<file path="config.mk">
export PLATFORM = sky130hd
export DESIGN_NAME = main_fsm
export DESIGN_NICKNAME = d
export VERILOG_FILES = /design/src/rtl/main_fsm_pkg.sv /design/src/rtl/main_fsm_imm_dec.sv /design/src/rtl/main_fsm.sv
export SDC_FILE = /design/constraint.sdc
export NUM_CORES = 1
export LEC_CHECK = 0
export ABC_AREA = 1
export BUFFER_PORTS_ARGS = -buffer_cell sky130_fd_sc_hd__buf_4
export CAP_MARGIN = 20
export CELL_PAD_IN_SITES_DETAIL_PLACEMENT = 1
export CELL_PAD_IN_SITES_GLOBAL_PLACEMENT = 2
export CORE_ASPECT_RATIO = 1.1
export CORE_MARGIN = 5
export CORE_UTILIZATION = 30
export CTS_BUF_LIST = sky130_fd_sc_hd__clkbuf_16
export DETAILED_ROUTE_END_ITERATION = 10
export MAX_ROUTING_LAYER = met4
export PLACE_DENSITY_LB_ADDON = 0.1
export SETUP_SLACK_MARGIN = 0.5
export SLEW_MARGIN = 20
export SYNTH_ARGS = -nofsm -noshare
export SYNTH_HDL_FRONTEND = slang
export SYNTH_SLANG_ARGS = --single-unit
</file>
<file path="constraint.sdc">
create_clock -name clk -period 5.2 [get_ports clk]
set_input_delay 1.04 -clock clk [delete_from_list [all_inputs] [get_ports clk]]
set_output_delay 1.04 -clock clk [all_outputs]
set_load 0.05 [all_outputs]
</file>
<file path="src/rtl/main_fsm_pkg.sv">
// Shared state encoding, opcodes and datapath select encodings for the
// multicycle RISC-V control FSM.
package main_fsm_pkg;

  typedef enum logic [3:0] {
    FETCH    = 4'd0,
    DECODE   = 4'd1,
    MEMADR   = 4'd2,
    MEMREAD  = 4'd3,
    MEMWB    = 4'd4,
    MEMWRITE = 4'd5,
    EXECR    = 4'd6,
    EXECI    = 4'd7,
    ALUWB    = 4'd8,
    BEQ      = 4'd9,
    JAL      = 4'd10,
    LUI      = 4'd11,
    TRAP     = 4'd15
  } state_t;

  localparam logic [6:0] OP_LW  = 7'b0000011;
  localparam logic [6:0] OP_SW  = 7'b0100011;
  localparam logic [6:0] OP_R   = 7'b0110011;
  localparam logic [6:0] OP_I   = 7'b0010011;
  localparam logic [6:0] OP_BEQ = 7'b1100011;
  localparam logic [6:0] OP_JAL = 7'b1101111;
  localparam logic [6:0] OP_LUI = 7'b0110111;

  localparam logic [1:0] RES_ALUOUT = 2'b00;
  localparam logic [1:0] RES_DATA   = 2'b01;
  localparam logic [1:0] RES_ALURES = 2'b10;
  localparam logic [1:0] RES_IMM    = 2'b11;

  localparam logic [1:0] SRCA_PC    = 2'b00;
  localparam logic [1:0] SRCA_OLDPC = 2'b01;
  localparam logic [1:0] SRCA_RS1   = 2'b10;

  localparam logic [1:0] SRCB_RS2   = 2'b00;
  localparam logic [1:0] SRCB_IMM   = 2'b01;
  localparam logic [1:0] SRCB_FOUR  = 2'b10;

  localparam logic [1:0] ALUOP_ADD  = 2'b00;
  localparam logic [1:0] ALUOP_SUB  = 2'b01;
  localparam logic [1:0] ALUOP_FUNC = 2'b10;

  localparam logic [2:0] IMM_I = 3'b000;
  localparam logic [2:0] IMM_S = 3'b001;
  localparam logic [2:0] IMM_B = 3'b010;
  localparam logic [2:0] IMM_J = 3'b011;
  localparam logic [2:0] IMM_U = 3'b100;

endpackage

</file>
<file path="src/rtl/main_fsm_imm_dec.sv">
// Immediate-format select decoded purely from the opcode.
module imm_dec
  import main_fsm_pkg::*;
#(
  parameter int ENABLE_LUI = 1
) (
  input  logic [6:0] op_i,
  output logic [2:0] imm_src_o
);

  always_comb begin
    imm_src_o = IMM_I;
    case (op_i)
      OP_SW:   imm_src_o = IMM_S;
      OP_BEQ:  imm_src_o = IMM_B;
      OP_JAL:  imm_src_o = IMM_J;
      // With LUI disabled the opcode is illegal and falls back to the default
      OP_LUI:  imm_src_o = (ENABLE_LUI != 0) ? IMM_U : IMM_I;
      default: imm_src_o = IMM_I;
    endcase
  end

endmodule

</file>
<file path="src/rtl/main_fsm.sv">
// Moore control FSM for a multicycle RISC-V datapath with memory handshake,
// sticky illegal-opcode trap and retired-instruction counter.
module main_fsm
  import main_fsm_pkg::*;
#(
  parameter int MEM_HANDSHAKE = 1,
  parameter int ENABLE_LUI    = 1,
  parameter int CNT_W         = 32
) (
  input  logic             clk,
  input  logic             resetn,
  input  logic [6:0]       op,
  input  logic             mem_ready,
  output logic             mem_req,
  output logic             PCUpdate,
  output logic             Branch,
  output logic             RegWrite,
  output logic             MemWrite,
  output logic             IRWrite,
  output logic             AdrSrc,
  output logic [1:0]       ResultSrc,
  output logic [1:0]       ALUSrcA,
  output logic [1:0]       ALUSrcB,
  output logic [1:0]       ALUOp,
  output logic [2:0]       ImmSrc,
  output logic             illegal,
  output logic [CNT_W-1:0] instret,
  output logic [3:0]       state
);

  state_t           state_q, state_d;
  logic [CNT_W-1:0] instret_q;
  logic             illegal_q;
  logic             rdy;

  assign rdy = (MEM_HANDSHAKE != 0) ? mem_ready : 1'b1;

  always_ff @(posedge clk or negedge resetn) begin
    if (!resetn) begin
      state_q   <= FETCH;
      instret_q <= '0;
      illegal_q <= 1'b0;
    end else begin
      state_q <= state_d;
      // Every instruction retires by returning to FETCH; TRAP never does
      if (state_q != FETCH && state_d == FETCH) instret_q <= instret_q + CNT_W'(1);
      if (state_d == TRAP) illegal_q <= 1'b1;
    end
  end

  always_comb begin
    state_d = state_q;
    case (state_q)
      FETCH:    if (rdy) state_d = DECODE;
      DECODE: begin
        case (op)
          OP_LW, OP_SW: state_d = MEMADR;
          OP_R:         state_d = EXECR;
          OP_I:         state_d = EXECI;
          OP_BEQ:       state_d = BEQ;
          OP_JAL:       state_d = JAL;
          OP_LUI:       state_d = (ENABLE_LUI != 0) ? LUI : TRAP;
          default:      state_d = TRAP;
        endcase
      end
      MEMADR:   state_d = (op == OP_SW) ? MEMWRITE : MEMREAD;
      MEMREAD:  if (rdy) state_d = MEMWB;
      MEMWRITE: if (rdy) state_d = FETCH;
      MEMWB, ALUWB, BEQ, LUI: state_d = FETCH;
      EXECR, EXECI, JAL:      state_d = ALUWB;
      TRAP:     state_d = TRAP;
      default:  state_d = TRAP;
    endcase
  end

  always_comb begin
    mem_req   = 1'b0;
    PCUpdate  = 1'b0;
    Branch    = 1'b0;
    RegWrite  = 1'b0;
    MemWrite  = 1'b0;
    IRWrite   = 1'b0;
    AdrSrc    = 1'b0;
    ResultSrc = RES_ALUOUT;
    ALUSrcA   = SRCA_PC;
    ALUSrcB   = SRCB_RS2;
    ALUOp     = ALUOP_ADD;
    case (state_q)
      FETCH: begin
        mem_req   = 1'b1;
        ALUSrcB   = SRCB_FOUR;
        ResultSrc = RES_ALURES;
        // IR and PC load only on the cycle the instruction word arrives
        IRWrite   = rdy;
        PCUpdate  = rdy;
      end
      DECODE: begin
        ALUSrcA = SRCA_OLDPC;
        ALUSrcB = SRCB_IMM;
      end
      MEMADR: begin
        ALUSrcA = SRCA_RS1;
        ALUSrcB = SRCB_IMM;
      end
      MEMREAD: begin
        mem_req = 1'b1;
        AdrSrc  = 1'b1;
      end
      MEMWB: begin
        ResultSrc = RES_DATA;
        RegWrite  = 1'b1;
      end
      MEMWRITE: begin
        mem_req  = 1'b1;
        AdrSrc   = 1'b1;
        MemWrite = 1'b1;
      end
      EXECR, EXECI: begin
        ALUSrcA = SRCA_RS1;
        ALUSrcB = (state_q == EXECI) ? SRCB_IMM : SRCB_RS2;
        ALUOp   = ALUOP_FUNC;
      end
      ALUWB:    RegWrite = 1'b1;
      BEQ: begin
        ALUSrcA = SRCA_RS1;
        ALUOp   = ALUOP_SUB;
        Branch  = 1'b1;
      end
      JAL: begin
        ALUSrcA  = SRCA_OLDPC;
        ALUSrcB  = SRCB_FOUR;
        PCUpdate = 1'b1;
      end
      LUI: begin
        ResultSrc = RES_IMM;
        RegWrite  = 1'b1;
      end
      default: ;
    endcase
  end

  imm_dec #(.ENABLE_LUI(ENABLE_LUI)) u_imm_dec (
    .op_i      (op),
    .imm_src_o (ImmSrc)
  );

  assign state   = state_q;
  assign instret = instret_q;
  assign illegal = illegal_q;

endmodule

</file>
== Yosys cells after proc, flatten, opt, wreduce, memory -nomap -nowiden ==
Cells that the tools add are included.
Widths: inputs -> output; s select.
Storage, ports and cells
  word-level logic and storage cells: 57
  register bits after elaboration: 37
  output and inout port bits: 55
  bits of input ports: 10
Cells by class
  add/sub/neg operators: 1
  eq/ne operators: 19
  mux-type cells: 19
  reduce and logical (&&, ||, !) cells: 15
Operators with widths (number)
  $add 32x1->32 const B: 1
  $pmux 4 s7: 1
  $pmux 4 s6: 1
  $eq 7x6->1 const B: 3
  $eq 4x4->1 const B: 5
  $eq 4x3->1 const B: 4
  $eq 7x7->1 const B: 2
  $mux 4: 3
  $pmux 2 s3: 2
  $pmux 3 s4: 1
  $reduce_or 2->1: 6
  $reduce_or 3->1: 3
  $eq 4x2->1 const B: 2
  $logic_not 4->1: 2
  $pmux 2 s2: 2
  $reduce_or 4->1: 2
  $eq 7x2->1 const B: 1
  $eq 7x5->1 const B: 1
  $mux 1: 7
  $eq 4x1->1 const B: 1
  $reduce_bool 4->1: 1
  $mux 3: 1
  $pmux 1 s2: 1
  $logic_and 1x1->1: 1

== Longest topological paths before layout ==
Gate-level depths: netlist of run 1.
  depth after elaboration: 6
  depth in mapped cells: 13
  mapped depth without buffers: 12

== Cells and area by module ==
Synthesis of run 1 repeated with hierarchy kept, for this count alone.
Unflattened totals
  cells, all modules: 428
  area, all modules: 2896.5 sq um
By module, submodules not included
  main_fsm: area each 2813.9 sq um, instances 1, cells an instance 408, seq. area each 925.9 sq um
  imm_dec: area each 82.6 sq um, instances 1, cells an instance 20, seq. area each 0.0 sq um

== Least setup slack after synthesis of run 1 ==
OpenSTA, ideal clock, no wires.
  path kind: flip-flop to output port
  start: reg state_q[0], in the netlist state[0]
  end: out ALUSrcA[1]
  arrival: 2.474 ns
  cell stages (with the launch flop): 5
  path buffers: 0
  data required time: 4.160 ns
  path slack: 1.686 ns
  path through: dfrtp_1 -> nand2_2 -> nor3_1 -> nor2_1 -> nand2_1
On the way
  cells in the longest elaborated chain, start to end: 3
  elaborated cells on any way between the ends: 9
  classes of those cells: 6 x eq/ne; 1 x mux; 2 x reduce/logical
Ends and longest elaborated chain
  start, declared: line main_fsm.sv:31  | state_t state_q, state_d;
  start signal, assigned: line main_fsm.sv:44  | state_q <= state_d;
  $eq 4x3->1 (tied with other cells): line main_fsm.sv:88  | case (state_q)
  $reduce_or 4->1 (no source line) or $reduce_or 2->1 (tied branches)
  $pmux 2 s2 *: line main_fsm.sv:88
  end, declared: line main_fsm.sv:22  | output logic [1:0] ALUSrcA,
Every way passes the cells marked *; elsewhere a longest branch is shown, timed or not.

== Worst setup path after layout of run 1 ==
  start: in op[1]
  end: out ImmSrc[1]
On the way
  cells in the longest elaborated chain, start to end: 2
  elaborated cells on any way between the ends: 5
  classes of those cells: 4 x eq/ne; 1 x mux
Ends and longest elaborated chain
  start, declared: line main_fsm.sv:12  | input logic [6:0] op,
  $eq 7x6->1 or $eq 7x7->1 (tied branches): line main_fsm_imm_dec.sv:13  | case (op_i)
  $pmux 3 s4 *: line main_fsm_imm_dec.sv:13
  end, declared: line main_fsm.sv:25  | output logic [2:0] ImmSrc,
Marks and branches as above.

==> results of run 1 <==
[per-stage QoR]
| stage | utilization, % | std cells | area, µm² |
|---|---|---|---|
| 3_3_place_gp | 37.1 | 575 | 3290 |
| 2_1_floorplan | - | 407 | 2740 |
| 5_1_grt | 38.6 | 581 | 3420 |
| 4_1_cts | 38.6 | 581 | 3420 |
| 6_report | 38.6 | 581 | 3420 |
| 3_5_place_dp | 37.1 | 575 | 3290 |
[flip-flops by register name, summed over array words and instances (netlist names)]
signal	flops
illegal	1
instret	32
state	4
[kinds of logic (layout without fill, tap and decap cells)]
kind of cell             count (synthesis)  after routing  share of synthesized area (%)
buffers and inverters                   68            128                           10.4
flip-flops                              37             37                           33.8
AO/OA/AOI/OAI                            9              9                           2.83
adder cells (fa/ha/maj)                  1              1                          0.457
AND/OR/NAND/NOR                        276            276                           47.3
XOR/XNOR                                16             16                           5.12
[routing by layer]
metal	vias up	GRT usage, %	wire length, µm
met5	-	-	0
met2	51	30.6	4480
li1	1427	-	-
met3	5	2.39	346
met4	0	3.42	72
met1	1344	19.8	3900
[power by group through the flow]
stage	sequential, W	combinational (W)	clock [W]
final	0.000288	0.0000227	0.000282
after global routing	0.000288	0.0000260	0.000307
after CTS	0.000288	0.0000236	0.000294
after detailed placement	0.000293	0.0000235	0
after global placement	0.000293	0.0000231	0
after floorplan	0.000293	0.00000801	0
[cells in the final DEF (no fill, tap or decap), drive strengths merged, types with 3 or more instances in the layout]
cell type  count
a21oi          3
buf           64
clkbuf         5
dfrtp         37
inv           58
nand2        132
nand3         54
nand4         28
nor2          50
nor3           7
xnor2          7
xor2           9
[cells in the mapped netlist (2+ instances only)]
| master | count |
|---|---|
| xor2_1 | 9 |
| nand2_2 | 2 |
| nand2_1 | 129 |
| buf_1 | 2 |
| o211ai_1 | 2 |
| buf_6 | 3 |
| nor2_2 | 4 |
| inv_2 | 9 |
| buf_2 | 3 |
| inv_1 | 49 |
| xnor2_1 | 7 |
| nor2_1 | 43 |
| nor3_1 | 7 |
| nand4_4 | 2 |
| a21o_1 | 2 |
| nand4_1 | 26 |
| nand3_1 | 51 |
| nor4_1 | 2 |
| nor2_4 | 2 |
| dfrtp_1 | 37 |
| nand3_2 | 3 |
| a21oi_4 | 2 |
[worst register-to-register path, delay by kind of cell (launching register included)]
kind | cells | cell delay, ns
buf+inv | 1 | 0.16
compound gates | 1 | 0.45
simple gates | 8 | 1.37
flops | 1 | 0.49
[final cells by class]
cell class,instances,area [µm²]
clock buffers,5,125
clock inverters,1,5.00
fillers,1156,5450
inverters,58,218
multi-input cells,302,1530
flip-flops and latches,37,926
well taps,114,143
repair buffers,64,480
[how the worst max path moves through the flow]
stage / cells after the start / start / endpoint / slack (ns)
floorplan: 4 / state[0] / ALUSrcA[1] / 1.69
global placement: 12 / op[1] / instret[0] / 2.09
detailed placement: 12 / op[1] / instret[28] / 2.01
CTS: 8 / op[1] / ImmSrc[1] / 2.22
global route: 12 / op[1] / instret[0] / 2.13
finish: 8 / op[1] / ImmSrc[1] / 2.25
==> results.yml, run 1 <==
placement:
  io_buffer_count: 64
  gp_congestion: 0.805
  dpl.hpwl_mm: 6.72
  place_ws_ns: 2.01
timing:
  rsz0062_at_grt: "false"
  final.min_clock_period_ns: 2.95
  setup_viol: 0
  finalHoldViolCount: 0
  fmax_ghz: 0.339
  finalCritPeriodShare_pct: 56.8
  holdWs_ns: 0.468
  slew_violations: 0
  worst_slack_ns: 2.25
  worst_pin_slew_ns: 0.547
  setup_tns_ns: 0
  relSlewSlack_pct: 63.5
  finClkSkew_ns: 0.00764
critical_path:
  worstPathArrival_ns: 1.91
  cpPeakStageDelay_ns: 0.19
  worst_path_most_repeated_cell: "nand2_1"
  crit_path_start_kind: "primary input"
  crit_slowest_cell: "buf_4"
  rr_worst_depth: 10
  cp-end-kind: "output port"
  ff2ff_setup_slack_ns: 2.67
  crit_chain: "buf_4 -> nand2_1 -> inv_1 -> nand2_1 -> nor2_1 -> inv_1 -> nand2_1 -> buf_4"
  r2r-start: "state[1]"
  worstPathMaxFanout: 4
  cp_top_family: "buffers and inverters"
  crit_buf_inv: 4
  timing.rr.end: "instret[28]"
  path_class: "in2out"
  cp.required_ns: 4.16
power:
  power.total_w: 0.000592
  p_sw_w: 0.000126
  combPwrFrac_pct: 3.8
  ir_worst_vdd_v: 0.000119
  clockPowerShare_pct: 47.5
  p_leak_nw: 1.80
  power.share.sequential_pct: 48.6
  powerDensity_nw_per_um2: 173
  swShare_pct: 21.3
  p_int_w: 0.000466
hold_path:
  hold_path_class: "reg2reg"
  hold_path_end: "illegal"
  min_from: "illegal"
  hold_depth: 1
logic_synthesis:
  synthFlopType: "dfrtp_1"
  synth_area_per_cell_um2: 6.72
  synth.area.top_cells: "dfrtp_1 (34%), nand2_1 (18%), nand3_1 (9.3%)"
  ys_warn_count: 0
  syn_inst: 407
  synth.distinct_cells: 33
  yosysTopAreaCellShare_pct: 33.8
  synth_edf_count: 0
  ys_async_sr_fraction_pct: 100
  synth_nets: 418
  ys_ff_latch: 37
  synth_area_um2: 2740
  ys_seq_area_share_pct: 33.8
  yosysTopAreaCell: "dfrtp_1"
cts:
  hold_buffers: 0
  clock-sinks: 37
  clk_latency_ns: 0.28
  clk_path_buf_depth: 2
  cts_buffers: 5
  post_cts_buffers: 0
  clk_pin_slew_worst_paths_ns: 0.05
  post_cts_resized: 0
  cts_root_buf: "clkbuf_16"
  htreeDepth: 2
  tritoncts: "yes"
floorplanning:
  rows: 36
  core_area_um2: 8870
  die_x_um: 101
  initial_core_util_pct: 30.8
  fp.dieH_um: 110
  die-area_um2: 11100
  io-pin-count: 65
routing:
  dr.pass1.iters: 4
  detail_route.wirelength_mm: 8.79
  drc_errors: 0
  vias: 2827
  vias_per_cell: 4.87
  postRouteAntennaNets: 0
  wire_per_inst_um: 15.1
  drt_iter0_drc: 106
global_route:
  grt_usage_pct: 16.8
  grt_pass1_vias: 3007
  grt_max_degree: 38
  antenna_found_initial: 0
  grt_pass1_wl_mm: 14.6
  grt.overflow.total: 0
finish:
  antenna_cells: 0
  areaGrowthSynthToFinish_pct: 25.1
  nNetsFinal: 479
  drive_gt1_share_pct: 20.8
flow_run:
  max_cap_viol_count: 0
run_status:
  outcome: "finished clean"
Note: power is estimated with default switching activity, not from simulation.
==> run 2: changes to the inputs <==
--- a/config.mk
+++ b/config.mk
@@ -12,7 +12,7 @@
 export CELL_PAD_IN_SITES_GLOBAL_PLACEMENT = 2
 export CORE_ASPECT_RATIO = 1.1
 export CORE_MARGIN = 5
-export CORE_UTILIZATION = 30
+export CORE_UTILIZATION = 29
 export CTS_BUF_LIST = sky130_fd_sc_hd__clkbuf_16
 export DETAILED_ROUTE_END_ITERATION = 10
 export MAX_ROUTING_LAYER = met4
==> constraint.sdc (replaced) <==
create_clock -name clk -period 2.95 [get_ports clk]
set_input_delay 0.59 -clock clk [delete_from_list [all_inputs] [get_ports clk]]
set_output_delay 0.59 -clock clk [all_outputs]
set_load 0.05 [all_outputs]
==> results.yml, run 2 (same netlist as run 1, synthesis figures left out) <==
run_status:
  outcome: "finished clean"
critical_path:
  worstPathArrival_ns: 1.73
  rr_worst_depth: 9
  cp-end-kind: "output port"
  crit_chain: "nor2_2 -> inv_2 -> nor2_4 -> inv_1 -> o211ai_1 -> buf_4"
  cp-startpoint: "state[2]"
  crit_path_start_kind: "flop"
  worstPathMaxFanout: 6
  r2r-start: "instret[2]"
  path_class: "reg2out"
  cp.required_ns: 2.36
  crit_slowest_cell: "dfrtp_1"
  cpPeakStageDelay_ns: 0.45
finish:
  nNetsFinal: 483
  final_core_util_pct: 37.6
  drive_gt1_share_pct: 22.2
  final_common_cell: "nand2_1"
  largest_reg_flops: 32
  fillers: 1210
  ff_latch_area_um2: 926
  final_cell_mix: "nand2_1 (129), buf_4 (68), nand3_1 (51)"
  areaGrowthSynthToFinish_pct: 28.0
  antenna_cells: 0
  multiInputGateArea_um2: 1540
placement:
  place_ws_ns: 0.518
  gp_congestion: 0.769
  dpl.hpwl_mm: 6.81
  io_buffer_count: 64
flow_run:
  max_cap_viol_count: 0
power:
  p_leak_nw: 1.84
  power.total_w: 0.00115
  ir_worst_vdd_v: 0.000177
  powerDensity_nw_per_um2: 329
timing:
  worst_slack_ns: 0.630
  rsz0062_at_grt: "false"
  worst_pin_slew_ns: 0.515
  finClkSkew_ns: 0.00523
  finalHoldViolCount: 0
  setup_tns_ns: 0
  relSlewSlack_pct: 65.4
  slew_violations: 0
  fmax_ghz: 0.431
  finalCritPeriodShare_pct: 78.6
  final.min_clock_period_ns: 2.32
  setup_viol: 0
floorplanning:
  fp.dieH_um: 112
  die_x_um: 103
  rows: 37
  core_area_um2: 9310
  die-area_um2: 11500
  io-pin-count: 65
  initial_core_util_pct: 29.4
cts:
  cts_root_buf: "clkbuf_16"
  htreeDepth: 2
  post_cts_resized: 0
  cts_buffers: 5
  hold_buffers: 0
  clock-sinks: 37
  tritoncts: "yes"
  clk_latency_ns: 0.28
  clk_path_buf_depth: 2
  post_cts_buffers: 0
  clk_pin_slew_worst_paths_ns: 0.06
global_route:
  top_usage_layer: "met2"
  met1_usage_pct: 20.4
  use_met3_pct: 1.94
  use_met2_pct: 27.2
  grt_pass1_vias: 2979
  grt.overflow.total: 0
  grt_usage_pct: 16.0
  grt_pass1_wl_mm: 14.5
  grt_max_degree: 38
  antenna_found_initial: 0
hold_path:
  hold_path_class: "in2async"
routing:
  wire_per_inst_um: 14.8
  vias: 2845
  vias_per_cell: 4.82
  postRouteAntennaNets: 0
  drt_iter0_drc: 76
  drc_errors: 0
  dr.pass1.iters: 4
  detail_route.wirelength_mm: 8.75
run 2: cell count changes in the layout (fill, tap and decap cells not counted), sizes merged:
cell / change
inv: +1
bufinv: +1
buf: +4
run 2: worst paths after layout:
path	end	slack, ns
max in group asynchronous	instret[22]	2.31
min reg2reg	illegal	0.46
min in group clk	illegal	0.46
max reg2reg	instret[29]	0.69
max	ALUSrcB[0]	0.63
min	instret[5]	0.28
run 2: area by class of cell:
type / count / share of cell area, %
well taps: 117 / 4.18
flip-flops and latches: 37 / 26.4
inverters: 58 / 6.22
multi-input cells: 302 / 43.9
repair buffers: 68 / 14.6
clock buffers: 5 / 3.57
clock inverters: 3 / 1.07
run 2: per-layer routing:
layer / up-vias / wire, µm
met1: 1369 / 3980
li1: 1426 / -
met5: - / 0
met2: 44 / 4370
met3: 6 / 312
met4: 0 / 76
run 2: critical path: cells and delay by family (launching register included):
family,cells,cell delay [ns]
AO/OA/AOI/OAI,1,0.09
flip-flops,1,0.45
AND/OR/NAND/NOR,2,0.51
buffers and inverters,3,0.40
run 2: metrics by stage:
stage | hold WS, ns | area, µm² | instances
3_3_place_gp | 0.460 | 3340 | 582
4_1_cts | 0.305 | 3500 | 590
5_1_grt | 0.328 | 3500 | 590
2_1_floorplan | 0.294 | 2750 | 407
6_report | 0.280 | 3500 | 590
3_5_place_dp | 0.462 | 3340 | 582
run 2: power breakdown:
part,switching [W],total [W],internal (W)
clock network,0.000211,0.000604,0.000393
registers,0,0.000508,0.000508
logic,0.0000278,0.0000405,0.0000128
total,0.000238,0.00115,0.000913
